## src/rtl/tt_um_stochastic_test_cl123abc.sv

```systemverilog
// ============================================================================
// Module  : tt_um_stochastic_test_cl123abc
// Brief   : Stochastic-computing multiplier tile. Two LFSR-encoded unipolar
//           streams are ANDed, and the ones are counted over a 255-cycle window.
// Rev     : 1.0  initial release
// ============================================================================
`default_nettype none

module tt_um_stochastic_test_cl123abc (
    input  logic       clk,
    input  logic       rst_n,
    input  logic       ena,
    input  logic [7:0] ui_in,
    input  logic [7:0] uio_in,
    output logic [7:0] uo_out,
    output logic [7:0] uio_out,
    output logic [7:0] uio_oe
);

    localparam logic [7:0] LFSR_SEED = 8'h01;
    localparam logic [7:0] WIN_LAST  = 8'd254;

    logic [7:0] lfsr_a;
    logic [7:0] lfsr_b;
    logic [7:0] win;
    logic [7:0] acc;
    logic [7:0] op_a;
    logic [7:0] op_b;
    logic [7:0] result;

    logic       fb_a;
    logic       fb_b;
    logic       sa;
    logic       sb;
    logic       p;
    logic       win_end;
    logic [7:0] acc_sum;

    // Fibonacci taps: x^8+x^6+x^5+x^4+1 and x^8+x^4+x^3+x^2+1.
    assign fb_a    = lfsr_a[7] ^ lfsr_a[5] ^ lfsr_a[4] ^ lfsr_a[3];
    assign fb_b    = lfsr_b[7] ^ lfsr_b[3] ^ lfsr_b[2] ^ lfsr_b[1];

    assign sa      = (lfsr_a <= op_a);
    assign sb      = (lfsr_b <= op_b);
    assign p       = sa & sb;
    assign win_end = (win == WIN_LAST);

    // The largest possible window count is 255, so 8 bits never overflow.
    assign acc_sum = acc + {7'd0, p};

    always_ff @(posedge clk or negedge rst_n) begin
        if (!rst_n) begin
            lfsr_a <= LFSR_SEED;
            lfsr_b <= LFSR_SEED;
            win    <= 8'd0;
            acc    <= 8'd0;
            op_a   <= 8'd0;
            op_b   <= 8'd0;
            result <= 8'd0;
        end else if (ena) begin
            lfsr_a <= {lfsr_a[6:0], fb_a};
            lfsr_b <= {lfsr_b[6:0], fb_b};
            if (win_end) begin
                result <= acc_sum;
                acc    <= 8'd0;
                win    <= 8'd0;
                op_a   <= ui_in;
                op_b   <= uio_in;
            end else begin
                acc    <= acc_sum;
                win    <= win + 8'd1;
            end
        end
    end

    assign uo_out  = result;
    assign uio_out = 8'h00;
    assign uio_oe  = 8'h00;

endmodule

`default_nettype wire

```

## config.mk

```make
export PLATFORM = sky130hd
export DESIGN_NAME = tt_um_stochastic_test_cl123abc
export DESIGN_NICKNAME = d
export VERILOG_FILES = /design/src/rtl/tt_um_stochastic_test_cl123abc.sv
export SDC_FILE = /design/constraint.sdc
export NUM_CORES = 1
export LEC_CHECK = 0
export CAP_MARGIN = 20
export CORE_UTILIZATION = 35
export CTS_CLUSTER_DIAMETER = 200
export DETAILED_ROUTE_END_ITERATION = 12
export HOLD_SLACK_MARGIN = 0.12
export PLACE_DENSITY = 0.65
export SLEW_MARGIN = 0
export SYNTH_ARGS = -nofsm -noshare
export SYNTH_HDL_FRONTEND = slang
export SYNTH_SLANG_ARGS = --single-unit
export TNS_END_PERCENT = 20
```

## constraint.sdc

```tcl
create_clock -name clk -period 6.97 [get_ports clk]
set_input_delay 1.394 -clock clk [delete_from_list [all_inputs] [get_ports clk]]
set_output_delay 1.394 -clock clk [all_outputs]
set_load 0.05 [all_outputs]
```

### Yosys cells after proc, flatten, opt, wreduce, memory -nomap -nowiden

Cells that the tools add are included.

* latch bits: 0
* memories kept: 0
* memory bits (writable): 0
* output and inout port bits: 24
* input port bits: 19
* memory bits (read-only): 0
* flip-flop bits (word level): 56

* bitwise logic cells: 7
* equal/unequal tests: 1
* magnitude comparators: 2
* div/mod/pow operators: 0
* add/subtract/negate cells: 2
* multipliers: 0
* shift-type cells: 0
* mux-type cells: 2
* reduce and logical (&&, ||, !) cells: 1

Operators by type and width (number)
* 8-bit less-or-equal comparator: 2
* 8-bit two-way mux: 2
* 8-bit by 1-bit adder with 8-bit output: 1
* 8-bit by 1-bit adder with 8-bit output, second input constant: 1
* 8-bit == test, second input constant: 1
* 1-bit XOR: 6
* 2-bit AND reduction: 1
* 1-bit bitwise AND: 1

### Logic depth before layout (Yosys ltp)

* depth in word-level cells: 4
* mapped depth: 14

### Least setup slack after synthesis

Ideal clock, no wire load.

* path type: flip-flop to flip-flop
* start point: register lfsr_a[1]
* end point: register acc[5]
* arrival time: 2.269 ns
* buffers on the path: 1
* library setup time: 0.127 ns
* stages on the path, launching flop included: 14
* clock period less this slack: 2.396 ns
* setup slack: 4.574 ns
* cell sequence: dfrtp_1 -> ha_1 -> nor2b_1 -> o211ai_1 -> a21oi_1 -> a2111oi_0 -> o21a_1 -> ha_1 -> and3_1 -> buf_2 -> and3_1 -> o21ai_0 -> nand2_1 -> o21ai_0

* word-level cells in the longest chain between the ends: 4

Ends and longest elaborated chain
* start: declaration: line 23 `logic [7:0] lfsr_a;`
* start signal: assignment: line 61 `lfsr_a <= {lfsr_a[6:0], fb_a};`
* 8-bit less-or-equal comparator: line 43 `assign sa = (lfsr_a <= op_a);`
* 1-bit bitwise AND: line 45 `assign p = sa & sb;`
* 8-bit by 1-bit adder with 8-bit output: line 49 `assign acc_sum = acc + {7'd0, p};`
* 8-bit two-way mux: line 63 `if (win_end) begin`
* end signal: assignment: line 70 `acc <= acc_sum;`
* end: declaration: line 26 `logic [7:0] acc;`

No other way between the ends.
A chain may end at the register's enable or synchronous reset.

### Worst setup path after layout

* start point: register result[6] (netlist: uo_out[6])
* end point: output uo_out[6]

RTL lines
* start: declaration: line 29 `logic [7:0] result;`
* start signal: assignment: line 64 `result <= acc_sum;`
* end: declaration: line 15 `output logic [7:0] uo_out,`

No word-level cell between the ends.

==> flow_summary_export.csv <==
group,metric,value,unit
timing,fmax,347.0,MHz
global_route,grt_pass1_wl,8.286,mm
routing,num_vias,1910,
power,ir_drop,89.46,uV
worst_hold_path,hp-start,"uo_out[0]",
placement,dp_hpwl,3.371,mm
yosys,netlist_instances,291,
critical_path,start_kind,"flop",
yosys,ys_async_sr_fraction,100.0,%
yosys,synthesis.area,0.002928,mm^2
critical_path,reg2reg_depth,12,
yosys,ys_warn_count,0,
critical_path,crit_path_top_delay_cell,"clkdlybuf4s50_1",
floorplanning,fp.dieArea,0.008735,mm^2
placement,io_buffers,26,
routing,first_iter_violations,72,
layout,final_core_util,41.46,%
worst_hold_path,min_to,"uo_out[0]",
yosys,synth_largest_area_cell,"dfrtp_1",
yosys,ys.flop_type,"dfrtp_1",
layout,fill_cells,790,
power,p_leak,1.531,nW
global_route,grt.overflow.total,0,
timing,slew_headroom,53.46,%
critical_path,critPathRequiredTime,5580,ps
worst_hold_path,holdPathStages,2,
critical_path,arrival,1490,ps
yosys,ys_types,34,
routing,routedWlPerCell,11.55,um
power,cellPowerDensity,285.2,mW/mm^2
critical_path,r2r-end,"acc[5]",
yosys,synth-seq-area-share,47.95,%
routing,routed_wl,4.839,mm
layout,drive_gt1_share,11.67,%
timing,hold_viol_final,0,
cts,clock-root-buffer,"clkbuf_8",
layout,fin_nets,355,
cts,cts_hold_buf,0,
timing,tns,0,ps
critical_path,endpoint_kind,"primary output",
timing,fin_crit_sh,41.35,%
cts,cts_max_path_buffers,2,
floorplanning,die_w,93.46,um
critical_path,critPathMaxStageDelay,810,ps
cts,cts_num_sinks,56,
cts,clkTransAtPathRegs,100,ps
layout,areaGrowthSynthToFinish,12.26,%
run_status,outcome,"finished clean",
critical_path,path_buf_inv,1,
routing,drc_errors,0,
flow_run,drv_cap,0,
yosys,synthTopCellsByArea,"dfrtp_1 (46%), ha_1 (8.5%), nand2_1 (6.3%)",
cts,cts_setup_buffers,0,
yosys,ys_ff_latch,56,
global_route,antenna_found_initial,0,
yosys,avgSynthCellArea,10.06,um^2
critical_path,worstSetupPathType,"reg2out",
yosys,synth_most_common_cell,"dfrtp_1",
cts,h-tree-depth,2,
timing,clock_skew,10.45,ps
critical_path,reg2reg_slack,4270,ps
cts,clock_latency,310,ps
timing,setup_viol,0,
timing,period_minus_slack,2882,ps
worst_hold_path,hp-class,"reg2reg",
floorplanning,die_h,93.46,um
placement,gp_congestion,0.8014,
cts,cts_tree,"done",
global_route,first_global_vias,1740,
routing,antenna_left,0,
global_route,track_usage,12.08,%
cts,numCtsBuffers,5,
floorplanning,core_area,0.007928,mm^2
floorplanning,num_rows,32,
routing,first_pass_iters,4,
critical_path,path_cells,"clkdlybuf4s50_1",
layout,n_antenna_cell,0,
cts,cts_resized,0,
floorplanning,boundaryPins,43,
timing,finalMaxSlewViolations,0,
yosys,synth_top_area_share,46.15,%
critical_path,critPathTopFamily,"buffers and inverters",
yosys,synth_edf_count,0,
critical_path,crit_fanout,2,
critical_path,r2r_start,"lfsr_a[1]",
yosys,synth_common_cells,"dfrtp_1 (54), nand2_1 (49), inv_1 (21)",
floorplanning,start_util,36.93,%
timing,rsz0062_at_grt,"no",
routing,via_per_inst,4.558,
global_route,grt_max_degree,57,
timing,worst_pin_slew,698.2,ps
## cell families (layout without fill, tap and decap cells)
family	Yosys count	after routing	synth area share [%]
adder cells (fa/ha/maj)	20	20	8.547
AND/OR/NAND/NOR	84	84	12.78
other	1	16	0.1281
AO/OA/AOI/OAI	52	52	10.73
buffers and inverters	47	58	9.359
multiplexers	15	15	5.726
flip-flops	56	56	47.95
XOR/XNOR	16	16	4.786
## how the worst max path moves through the flow
| stage | startpoint | slack, ps | end | depth (start not counted) |
|---|---|---|---|---|
| final | uo_out[6] | 4090 | uo_out[6] | 1 |
| after global routing | lfsr_a[1] | 3990 | acc[5] | 12 |
| after CTS | uo_out[2] | 4080 | uo_out[2] | 1 |
| after detailed placement | ena | 3800 | op_b[7] | 5 |
| after global placement | ena | 3830 | op_b[7] | 5 |
| after floorplan | lfsr_a[1] | 4570 | acc[5] | 13 |
## power by group
part / switching [W] / internal (W)
logic: 0.000128 / 0.000140
clock network: 0.000103 / 0.0000796
registers: 0.0000814 / 0.000405
## layout by cell type (no fill, tap or decap), types with 10 or more instances in the layout
| master | n |
|---|---|
| dfrtp_1 | 54 |
| conb_1 | 16 |
| inv_1 | 21 |
| mux2_2 | 14 |
| nor2_1 | 13 |
| o21ai_0 | 16 |
| ha_1 | 20 |
| nand2_1 | 49 |
| clkdlybuf4s50_1 | 25 |
| a21oi_1 | 10 |
| xnor2_1 | 11 |
## routing by layer
layer  global-route usage [%]  up-vias  share of wire, %
li1                         -      994                 -
met1                    17.35      872                52
met2                    18.20       40                43
met3                    2.683        4               4.2
met4                    3.462        0              0.87
met5                        0        -                 0
## cell type report
| class | count | area (um^2) | area share [%] |
|---|---|---|---|
| well taps | 102 | 127.6 | 3.883 |
| repair buffers | 29 | 277.8 | 8.451 |
| flip-flops and latches | 56 | 1404 | 42.71 |
| clock buffers | 6 | 82.58 | 2.512 |
| multi-input cells | 203 | 1306 | 39.74 |
| inverters | 21 | 78.83 | 2.398 |
| clock inverters | 2 | 10.01 | 0.3045 |
## state kept, by name, summed over array words and instances, names as in the netlist
signal,count
op_a,8
win,8
lfsr_a,8
lfsr_b,8
uo_out,8
op_b,8
acc,8
## metrics by stage
| stage | worst slack [ps] | total power (W) | std cells | hold WS [ps] | cell area (um^2) |
|---|---|---|---|---|---|
| finish | 4088 | 0.0009374 | 419 | 486.0 | 3287 |
| global route | 3989 | 0.001010 | 419 | 520.8 | 3287 |
| CTS | 4081 | 0.0009488 | 419 | 496.7 | 3287 |
| detailed placement | 3795 | 0.0007625 | 411 | 462.2 | 3194 |
| global placement | 3832 | 0.0007549 | 411 | 470.6 | 3194 |
| floorplan | 4574 | 0.0006985 | 306 | 449.7 | 2984 |
No activity file was read; power rests on OpenSTA's default activity.
